[src/rtl/pattern_pkg.sv]
// Shared constants and request encoding for the pattern sequencer and its
// surrounding generator blocks.
package pattern_pkg;

  typedef enum logic [1:0] {
    REQ_NONE = 2'd0,
    REQ_NEXT = 2'd1,
    REQ_PREV = 2'd2
  } req_e;

  localparam int DEFAULT_NUM_PATTERNS = 4;
  localparam int DEFAULT_FRAME_W      = 10;
  localparam int DEFAULT_RGB_W        = 6;

endpackage

[src/rtl/pattern_sequencer_if.sv]
// Signal bundle between the VGA timing / control side (master) and the
// pattern sequencer (slave).
interface pattern_sequencer_if
  import pattern_pkg::*;
#(
  parameter int NUM_PATTERNS = DEFAULT_NUM_PATTERNS,
  parameter int FRAME_W      = DEFAULT_FRAME_W,
  parameter int RGB_W        = DEFAULT_RGB_W
) ();
  localparam int SEL_W = $clog2(NUM_PATTERNS);

  logic                            vsync;
  logic                            paused;
  logic                            auto_en;
  logic                            next_req;
  logic                            prev_req;
  logic [NUM_PATTERNS*FRAME_W-1:0] durations;
  logic [NUM_PATTERNS*RGB_W-1:0]   pattern_rgb;
  logic [RGB_W-1:0]                rgb;
  logic [SEL_W-1:0]                pattern_sel;
  logic [NUM_PATTERNS-1:0]         next_frame;
  logic [NUM_PATTERNS-1:0]         pattern_rst;
  logic [FRAME_W-1:0]              frame_count;
  logic                            wrap;

  modport master (
    output vsync, paused, auto_en, next_req, prev_req, durations, pattern_rgb,
    input  rgb, pattern_sel, next_frame, pattern_rst, frame_count, wrap
  );

  modport slave (
    input  vsync, paused, auto_en, next_req, prev_req, durations, pattern_rgb,
    output rgb, pattern_sel, next_frame, pattern_rst, frame_count, wrap
  );
endinterface

[src/rtl/vsync_edge.sv]
// Frame-boundary detector: one-cycle tick on the rising edge of vsync.
// The history register resets high so a high vsync at reset release is not an edge.
module vsync_edge (
  input  logic clk,
  input  logic rst_n,
  input  logic vsync,
  output logic tick
);
  logic vsync_q;

  always_ff @(posedge clk or negedge rst_n) begin
    if (!rst_n) begin
      vsync_q <= 1'b1;
    end else begin
      vsync_q <= vsync;
    end
  end

  assign tick = vsync & ~vsync_q;
endmodule

[src/rtl/pattern_sequencer.sv]
// Sequences NUM_PATTERNS generators, switching only at vsync rising edges.
// Optional PATTERN_SEQ_BLANK_EN inserts one black, non-animated frame after each switch.
module pattern_sequencer
  import pattern_pkg::*;
#(
  parameter int NUM_PATTERNS = DEFAULT_NUM_PATTERNS,
  parameter int FRAME_W      = DEFAULT_FRAME_W,
  parameter int RGB_W        = DEFAULT_RGB_W
) (
  input logic                clk,
  input logic                rst_n,
  pattern_sequencer_if.slave bus
);
  localparam int                      SEL_W    = $clog2(NUM_PATTERNS);
  localparam logic [SEL_W-1:0]        LAST_SEL = SEL_W'(NUM_PATTERNS - 1);
  localparam logic [NUM_PATTERNS-1:0] ONE_HOT0 = NUM_PATTERNS'(1);

  logic                    tick;
  req_e                    pending_reg, pending_next;
  logic [SEL_W-1:0]        sel_reg, sel_next, sel_inc, sel_dec;
  logic [FRAME_W-1:0]      count_reg, count_next, eff_dur;
  logic [NUM_PATTERNS-1:0] rst_reg, rst_next;
  logic                    wrap_reg, wrap_next;
  logic                    do_switch;
  logic                    blank;
  logic [FRAME_W-1:0]      dur_arr [NUM_PATTERNS];
  logic [RGB_W-1:0]        rgb_arr [NUM_PATTERNS];

  generate
    for (genvar gi = 0; gi < NUM_PATTERNS; gi++) begin : g_unpack
      assign dur_arr[gi] = bus.durations[gi*FRAME_W +: FRAME_W];
      assign rgb_arr[gi] = bus.pattern_rgb[gi*RGB_W +: RGB_W];
    end
  endgenerate

  vsync_edge u_vsync_edge (
    .clk   (clk),
    .rst_n (rst_n),
    .vsync (bus.vsync),
    .tick  (tick)
  );

  // Pending manual request; a request landing in a tick cycle survives the clear.
  always_ff @(posedge clk or negedge rst_n) begin
    if (!rst_n) begin
      pending_reg <= REQ_NONE;
    end else begin
      pending_reg <= pending_next;
    end
  end

  always_comb begin
    pending_next = pending_reg;
    if (tick) begin
      pending_next = REQ_NONE;
    end
    if (bus.next_req && !bus.prev_req) begin
      pending_next = REQ_NEXT;
    end else if (bus.prev_req && !bus.next_req) begin
      pending_next = REQ_PREV;
    end
  end

  assign eff_dur = (dur_arr[sel_reg] == '0) ? FRAME_W'(1) : dur_arr[sel_reg];
  assign sel_inc = (sel_reg == LAST_SEL) ? '0 : sel_reg + SEL_W'(1);
  assign sel_dec = (sel_reg == '0) ? LAST_SEL : sel_reg - SEL_W'(1);

  always_comb begin
    sel_next   = sel_reg;
    count_next = count_reg;
    wrap_next  = 1'b0;
    do_switch  = 1'b0;
    if (tick) begin
      if (pending_reg == REQ_NEXT) begin
        sel_next   = sel_inc;
        count_next = '0;
        do_switch  = 1'b1;
      end else if (pending_reg == REQ_PREV) begin
        sel_next   = sel_dec;
        count_next = '0;
        do_switch  = 1'b1;
      end else if (bus.auto_en) begin
        // >= so a duration lowered below the running count still switches
        if (count_reg >= eff_dur - FRAME_W'(1)) begin
          sel_next   = sel_inc;
          count_next = '0;
          wrap_next  = (sel_reg == LAST_SEL);
          do_switch  = 1'b1;
        end else begin
          count_next = count_reg + FRAME_W'(1);
        end
      end
    end
    rst_next = do_switch ? (ONE_HOT0 << sel_next) : '0;
  end

  always_ff @(posedge clk or negedge rst_n) begin
    if (!rst_n) begin
      sel_reg   <= '0;
      count_reg <= '0;
      rst_reg   <= '0;
      wrap_reg  <= 1'b0;
    end else begin
      sel_reg   <= sel_next;
      count_reg <= count_next;
      rst_reg   <= rst_next;
      wrap_reg  <= wrap_next;
    end
  end

`ifdef PATTERN_SEQ_BLANK_EN
  logic blank_reg;

  // Set by a switch, cleared by the following tick: exactly one dark frame.
  always_ff @(posedge clk or negedge rst_n) begin
    if (!rst_n) begin
      blank_reg <= 1'b0;
    end else if (tick) begin
      blank_reg <= do_switch;
    end
  end

  assign blank = blank_reg;
`else
  assign blank = 1'b0;
`endif

  assign bus.next_frame  = (tick && !bus.paused && !blank) ? (ONE_HOT0 << sel_reg) : '0;
  assign bus.rgb         = blank ? '0 : rgb_arr[sel_reg];
  assign bus.pattern_sel = sel_reg;
  assign bus.frame_count = count_reg;
  assign bus.pattern_rst = rst_reg;
  assign bus.wrap        = wrap_reg;
endmodule

[src/flat_wrapper.sv]
// flat-port wrapper written by rule: the top's interface ports become plain ports
module pattern_sequencer_flat import pattern_pkg::*;
#(
  parameter int NUM_PATTERNS = DEFAULT_NUM_PATTERNS,
  parameter int FRAME_W      = DEFAULT_FRAME_W,
  parameter int RGB_W        = DEFAULT_RGB_W
)
  (clk, rst_n, bus_vsync, bus_paused, bus_auto_en, bus_next_req, bus_prev_req, bus_durations, bus_pattern_rgb, bus_rgb, bus_pattern_sel, bus_next_frame, bus_pattern_rst, bus_frame_count, bus_wrap);
  pattern_sequencer_if #(.NUM_PATTERNS(NUM_PATTERNS), .FRAME_W(FRAME_W), .RGB_W(RGB_W)) bus_i ();
  input logic clk;
  input logic rst_n;
  input wire logic [$bits(bus_i.vsync)-1:0] bus_vsync;
  input wire logic [$bits(bus_i.paused)-1:0] bus_paused;
  input wire logic [$bits(bus_i.auto_en)-1:0] bus_auto_en;
  input wire logic [$bits(bus_i.next_req)-1:0] bus_next_req;
  input wire logic [$bits(bus_i.prev_req)-1:0] bus_prev_req;
  input wire logic [$bits(bus_i.durations)-1:0] bus_durations;
  input wire logic [$bits(bus_i.pattern_rgb)-1:0] bus_pattern_rgb;
  output wire logic [$bits(bus_i.rgb)-1:0] bus_rgb;
  output wire logic [$bits(bus_i.pattern_sel)-1:0] bus_pattern_sel;
  output wire logic [$bits(bus_i.next_frame)-1:0] bus_next_frame;
  output wire logic [$bits(bus_i.pattern_rst)-1:0] bus_pattern_rst;
  output wire logic [$bits(bus_i.frame_count)-1:0] bus_frame_count;
  output wire logic [$bits(bus_i.wrap)-1:0] bus_wrap;
  assign bus_i.vsync = bus_vsync;
  assign bus_i.paused = bus_paused;
  assign bus_i.auto_en = bus_auto_en;
  assign bus_i.next_req = bus_next_req;
  assign bus_i.prev_req = bus_prev_req;
  assign bus_i.durations = bus_durations;
  assign bus_i.pattern_rgb = bus_pattern_rgb;
  assign bus_rgb = bus_i.rgb;
  assign bus_pattern_sel = bus_i.pattern_sel;
  assign bus_next_frame = bus_i.next_frame;
  assign bus_pattern_rst = bus_i.pattern_rst;
  assign bus_frame_count = bus_i.frame_count;
  assign bus_wrap = bus_i.wrap;
  pattern_sequencer #(.NUM_PATTERNS(NUM_PATTERNS), .FRAME_W(FRAME_W), .RGB_W(RGB_W)) u_core (.clk(clk), .rst_n(rst_n), .bus(bus_i));
endmodule
[config.mk]
export PLATFORM = sky130hd
export DESIGN_NAME = pattern_sequencer_flat
export DESIGN_NICKNAME = d
export VERILOG_FILES = /design/src/rtl/pattern_pkg.sv /design/src/rtl/pattern_sequencer_if.sv /design/src/rtl/vsync_edge.sv /design/src/rtl/pattern_sequencer.sv /design/src/flat_wrapper.sv
export SDC_FILE = /design/constraint.sdc
export NUM_CORES = 1
export LEC_CHECK = 0
export CAP_MARGIN = 10
export CORE_AREA = 2 2 72 74
export DETAILED_ROUTE_END_ITERATION = 8
export DIE_AREA = 0 0 74 76
export GPL_ROUTABILITY_DRIVEN = 0
export PLACE_DENSITY = 0.87
export REMOVE_ABC_BUFFERS = 1
export SYNTH_ARGS = -nofsm -noshare
export SYNTH_HDL_FRONTEND = slang
export SYNTH_SLANG_ARGS = --single-unit
[constraint.sdc]
create_clock -name clk -period 4.64 [get_ports clk]
set_clock_uncertainty 0.1 [all_clocks]
set_input_delay 0.928 -clock clk [delete_from_list [all_inputs] [get_ports clk]]
set_output_delay 0.928 -clock clk [all_outputs]
set_load 0.02 [all_outputs]
==> results of run 1 <==
[synthesized netlist by cell type, drive strengths merged (2+ instances only)]
master	n
mux2	2
nand2b	3
ha	18
a211oi	4
nor3	8
and3	4
nor3b	2
nand2	10
xnor2	4
mux2i	2
or3	2
inv	11
a21oi	9
o21ai	4
xor2	9
mux4	16
nor2	18
nand3	5
nor2b	4
and2	6
nand4	7
buf	6
dfrtp	19
[path summary, 6_finish.rpt]
check                                           from                         to  slack, ns  depth (start not counted)
setup reg to reg           u_core.bus.pattern_sel[0]  u_core.bus.pattern_rst[3]       0.32                         15
min in group asynchronous                      rst_n  u_core.bus.frame_count[5]       1.07                          1
max in group asynchronous                      rst_n      u_core.pending_reg[0]       2.83                          1
hold reg to reg            u_core.bus.frame_count[9]  u_core.bus.frame_count[9]       0.48                          2
setup / recovery                   bus_durations[35]  u_core.bus.pattern_rst[3]       0.22                         17
hold / removal             u_core.bus.frame_count[9]  u_core.bus.frame_count[9]       0.48                          2
[worst max-delay path, stage by stage]
cell and delay, ns:
clkdlybuf4s50_1 0.39, mux4_2 0.52, nor3_4 0.23, inv_2 0.07, nor3_4 0.19, a21oi_2 0.09
ha_1 0.22, nand2_1 0.11, nor3_1 0.08, xnor2_1 0.14, ha_1 0.31, nand3_1 0.11
o41a_1 0.42, a211oi_1 0.24, a211oi_1 0.08, buf_4 0.16, and3_1 0.17
[per-layer routing]
layer / routed length, um / vias to the layer above / GRT usage
li1: - / 910 / -
met1: 2180 / 880 / 0.246
met2: 2890 / 48 / 0.346
met4: 86 / 0 / 0.0473
met3: 177 / 11 / 0.0357
met5: 0 / - / 0
[stage by stage]
step	setup slack (ns)	cells
final	0.222	360
after global routing	0.00911	360
after CTS	0.176	360
after detailed placement	-0.0721	356
after global placement	0.0827	356
after floorplan	0.342	180
[cell type report]
class / instances / area [um2]
fillers: 390 / 1820
repair buffers: 106 / 1050
well taps: 70 / 87.6
clock buffers: 4 / 45.0
flip-flops and latches: 20 / 502
inverters: 11 / 41.3
multi-input cells: 149 / 1370
[what timing repair did]
item,in CTS,in global routing
endpoints found under the setup margin,0,12
resized for setup,0,5
buffers inserted,0,0
[cells by family after synthesis]
kind of cell | count (synthesis)
flops | 20
xor+xnor | 13
fa+ha+maj | 18
compound gates | 27
mux | 20
simple gates | 71
buf+inv | 18
[where the power goes]
part / internal [mW] / switching [mW]
clock: 0.0610 / 0.0534
sequential: 0.194 / 0.0504
combinational: 0.340 / 0.301
==> impl_results.md, run 1 <==
* Synthesized flop and latch total at 20
* Largest net degree at the start of global routing at 21
* Worst setup EP type: flip-flop
* Required time of the worst setup path at between 4 and 5 ns
* Layout Nets at 380
* Commonest non-fill, non-tap cell in the layout: clkdlybuf4s50_1
* Starting Density at 0.392
* Die area at 0.00562 mm2
* Grt total ovfl at 0
* Syn Inst Count at 187
* Die Span Y at 76 um
* Startpoint types: input port
* Layout cells sized above 1 at 0.121
* Fmax at 226 MHz
* I/O pin cnt at 98
* First-pass GRT wire length at 8760 um
* Post-synth ARST share at 1.00
* Final Max Slew Viols at 0
* Final Hold Vio Count at 0
* Synth warn at 0
* Die Wd at 74 um
* Leak pwr at roughly 1.3 nW
* Commonest non-fill, non-tap cells in the layout: clkdlybuf4s50_1, dfrtp_1, nor2_1, ha_1
* Post-synthesis compound-gate area fraction at 0.0943
* Num CTS Buffers at 3
* RSZ-0062 raised after global routing: no
* Post-synth cell types at 45
* Via total after detailed routing at 1,849
* Tot GR Track Use at 0.197
* Final Cycle Share at 0.952
* Hold crit path type: reg -> reg
* Relative slew slack at 0.413
* Outcome: finished, final reports clean
* Mean Syn Cell Area at roughly 10 um2
* Pre-antenna DRT Iters at 5
* Post-Route WL at 5330 um
* Worst-Skew Late Latency at 0.26 ns
* WL/cell at 14.8 um
* Remaining DRCs at 0
* Power Density at 323 mW/mm2
* Ys flop type: dfrtp_1
* Placed cell areas at slightly above 0.003 mm2
* Hold-fix buffers at CTS at 0
* Hold_ws at 0.483 ns
* Initial antenna violation count at 0
* Final Power at 0.999 mW
* Antenna Nets Post-Route at 0
* Vias per inst at approximately 5.1
* Port buffer count at 97
* Core footprint at 0.00491 mm2
* Max FO, Critical Path at 5
* # Max-Cap Violations at 0
* Arr. time, crit path at 4.46 ns
* Register area share after synthesis at 0.261
* Post-Synth Adder-Cell Area at 0.117
* Critical path class: in -> reg
* Vias in the first global route at roughly 1,900
* Largest family of logic cells by synthesized area: multiplexers
* Final setup TNS at 0 ns
* Synthesized area at 0.00192 mm2
* Root Driver: clkbuf_8
* Row cnt at 26
* CTS Sinks at 20
* Antenna diodes at 0
* Synth area leader: dfrtp_1
* XOR/XNOR Fraction of Synth Area at 0.0592
* Setup Viol. Count Final at 0
* Max IR drop VDD at 212 uV
* Detailed Place HPWL at 4480 um
* Post-synth top area share at 0.247
* Ranking of synthesized cells by area: dfrtp_1, ha_1, mux4_2, mux4_1, xor2_1
* CTS Buffer Depth at 2
* Post-synthesis mux area share at 0.221
* Area Growth Syn to Fin at 60.9%
* Worst-path clk slew at 0.07 ns
* Initial drt markers at 69
* Worst slew pin tran at roughly 0.88 ns
* CTS tree: done
* Post-Synth Simple-Gate Area at 0.205
* Post-Layout Inst Area at 0.00310 mm2
* CTS H-Tree Depth at 1
* Fin util at 0.630
* Number of synthesized flops with an enable pin at 0
* Post-layout min period at 4.42 ns
* Max FFs per register at 10
No activity file was read; power rests on OpenSTA's default activity.
==> inputs of run 2 (changes only) <==
--- a/config.mk
+++ b/config.mk
@@ -12,6 +12,7 @@
 export GPL_ROUTABILITY_DRIVEN = 0
 export PLACE_DENSITY = 0.87
 export REMOVE_ABC_BUFFERS = 1
+export SETUP_SLACK_MARGIN = 0.3
 export SYNTH_ARGS = -nofsm -noshare
 export SYNTH_HDL_FRONTEND = slang
 export SYNTH_SLANG_ARGS = --single-unit
==> impl_results.md, run 2 (synthesized netlist as in run 1, its figures left out) <==
* Worst-Skew Late Latency at 0.26 ns (about the same)
* Grt total ovfl at 0 (unchanged)
* Worst-path clk slew at 0.08 ns (was 0.07 ns)
* Post-Layout Cell Count at 370 (was 360)
* Final Max Slew Viols at 0 (unchanged)
* Largest net degree at the start of global routing at 21 (unchanged)
* CTS Sinks at 20 (unchanged)
* Detailed Place HPWL at 4480 um (unchanged)
* Critical path class: in -> reg (unchanged)
* Post-Route WL at 6210 um (was 5330 um)
* Via total after detailed routing at 1,959 (was 1,849)
* Pre-antenna DRT Iters at 4 (was 5)
* WL/cell at 16.8 um (was 14.8 um)
* Port buffer count at 97 (unchanged)
* Hold crit path type: reg -> reg (unchanged)
* Root Driver: clkbuf_8 (unchanged)
* Area Growth Syn to Fin at 70.8% (was 60.9%)
* Required time of the worst setup path at 4.69 ns (was 4.68 ns)
* Arr. time, crit path at 4.28 ns (was 4.46 ns)
* Die area at 0.00562 mm2 (unchanged)
* Power Density at 334 mW/mm2 (was 323 mW/mm2)
* # Max-Cap Violations at 0 (unchanged)
* Layout Nets at 390 (was 380)
* RSZ-0062 raised after global routing: no (unchanged)
* Final Hold Vio Count at 0 (unchanged)
* Startpoint types: input port (unchanged)
* Relative slew slack at 0.395 (was 0.413)
* CP Buf/Inv Count at 3 (unchanged)
* CP peak stage delay at 0.57 ns (was 0.52 ns)
* Starting Density at 0.392 (unchanged)
* Commonest non-fill, non-tap cell in the layout: clkdlybuf4s50_1 (unchanged)
* Final Cycle Share at 0.913 (was 0.952)
* Commonest non-fill, non-tap cells in the layout: clkdlybuf4s50_1, dlymetal6s2s_1, buf_4, dfrtp_1 (was clkdlybuf4s50_1, dfrtp_1, nor2_1, ha_1)
* Vias per inst at 5.29 (was 5.14)
* Setup Viol. Count Final at 0 (unchanged)
* Layout cells sized above 1 at 0.203 (was 0.121)
* Remaining DRCs at 0 (unchanged)
* Crit-path cells: clkdlybuf4s50_1 > mux4_2 > nor3_4 > buf_4 > nand2b_2 > nor3_2 > mux2i_1 > ha_1 > nand3_2 > o41a_1 > a211oi_2 > a211oi_2 > buf_4 > and3_1 (was clkdlybuf4s50_1 > mux4_2 > nor3_4 > inv_2 > nor3_4 > a21oi_2 > ha_1 > nand2_1 > nor3_1 > xnor2_1 > ha_1 > nand3_1 > o41a_1 > a211oi_1 > a211oi_1 > buf_4 > and3_1)
* Initial drt markers at 96 (was 69)
* Post-layout min period at 4.24 ns (was 4.42 ns)
* DP Cell Count at 356 (unchanged)
* Placed cell areas at 0.00302 mm2 (unchanged)
* Slowest cell on crit path: mux4_2 (unchanged)
* Max IR drop VDD at 215 uV (was 212 uV)
* Antenna Nets Post-Route at 0 (unchanged)
* I/O pin cnt at 98 (unchanged)
* Worst slew pin tran at 0.904 ns (was 0.877 ns)
* Tot GR Track Use at 0.200 (was 0.197)
* Die Wd at 74 um (unchanged)
* Worst setup EP type: flip-flop (unchanged)
* CTS tree: done (unchanged)
* Core footprint at 0.00491 mm2 (unchanged)
* Footprint of the multi-input gates at 0.00144 mm2 (was 0.00137 mm2)
* Row cnt at 26 (unchanged)
* First-pass GRT wire length at 8890 um (was 8760 um)
* Num CTS Buffers at 3 (unchanged)
* Crit path max-delay family: multiplexers (was simple AND/OR/NAND/NOR gates)
* Initial antenna violation count at 0 (unchanged)
* Fmax at 236 MHz (was 226 MHz)
* CTS Buffer Depth at 2 (unchanged)
* Antenna diodes at 0 (unchanged)
* CTS H-Tree Depth at 1 (unchanged)
* Post-Layout Inst Area at 0.00329 mm2 (was 0.00310 mm2)
* Max FFs per register at 10 (unchanged)
* Register area at 503 um2 (was 502 um2)
* Die Span Y at 76 um (unchanged)
* Max FO, Critical Path at 5 (unchanged)
* Fill cells at 359 (was 390)
* Leak pwr at 1.54 nW (was 1.29 nW)
* Outcome: finished, final reports clean (unchanged)
* Vias in the first global route at 1,906 (was 1,885)
## run 2: cell types whose count changed in the layout (fill, tap and decap cells not counted), sizes merged
cell | before | now
dlymetal6s2s | 0 | 19
clkdlybuf4s50 | 97 | 78
buf | 9 | 19
## run 2: metal layers
layer  GRT usage  vias to the layer above  part of all wire
met4      0.0473                        0             0.023
met3      0.0357                       15             0.033
met5           0                        -                 0
met1       0.250                      968              0.39
li1            -                      926                 -
met2       0.351                       50              0.55
## run 2: what timing repair did
item | 4_1_cts | 5_1_grt
setup endpoints to repair | 12 | 15
resized for setup | 4 | 42
pin swaps | 2 | 17
buffers inserted | 2 | 8
hold buffers | 0 | 0
## run 2: path summary, 6_finish.rpt
kind / to / startpoint / slack, ns / cells after the start
min reg2reg: u_core.bus.frame_count[9] / u_core.bus.frame_count[9] / 0.48 / 2
min in group asynchronous: u_core.bus.frame_count[4] / rst_n / 1.07 / 1
min: u_core.bus.frame_count[9] / u_core.bus.frame_count[9] / 0.48 / 2
max in group asynchronous: u_core.bus.pattern_sel[0] / rst_n / 2.74 / 1
max reg2reg: u_core.bus.pattern_rst[2] / u_core.bus.pattern_sel[1] / 0.52 / 15
max: u_core.bus.pattern_rst[2] / bus_durations[14] / 0.40 / 14
## run 2: final cells by class
class / count / area share
repair buffers: 116 / 0.357
well taps: 70 / 0.0266
inverters: 11 / 0.0126
multi-input cells: 149 / 0.437
clock buffers: 4 / 0.0137
flip-flops and latches: 20 / 0.153
## run 2: worst min-delay path: cells and delay by family, from the launching register on
| family | cells | cell delay, ns |
|---|---|---|
| flip-flops | 1 | 0.39 |
| AND/OR/NAND/NOR | 1 | 0.07 |
| XOR/XNOR | 1 | 0.08 |
## run 2: where the power goes
| part | total (mW) | switching, mW | internal, mW | leakage (nW) |
|---|---|---|---|---|
| registers | 0.247 | 0.0523 | 0.195 | 0.267 |
| logic | 0.734 | 0.353 | 0.380 | 1.25 |
| clock network | 0.117 | 0.0557 | 0.0611 | 0.0228 |
## run 2: through the flow
stage / hold slack [ns] / TNS (ns) / utilization / power, mW / worst slack, ns
4_1_cts: 0.486 / 0 / 0.632 / 1.01 / 0.306
3_3_place_gp: 0.467 / 0 / 0.615 / 0.853 / 0.0827
2_1_floorplan: 0.461 / 0 / - / 0.621 / 0.342
3_5_place_dp: 0.472 / -0.226 / 0.615 / 0.871 / -0.0721
5_1_grt: 0.519 / 0 / 0.669 / 1.17 / 0.231
6_report: 0.485 / 0 / 0.669 / 1.10 / 0.402
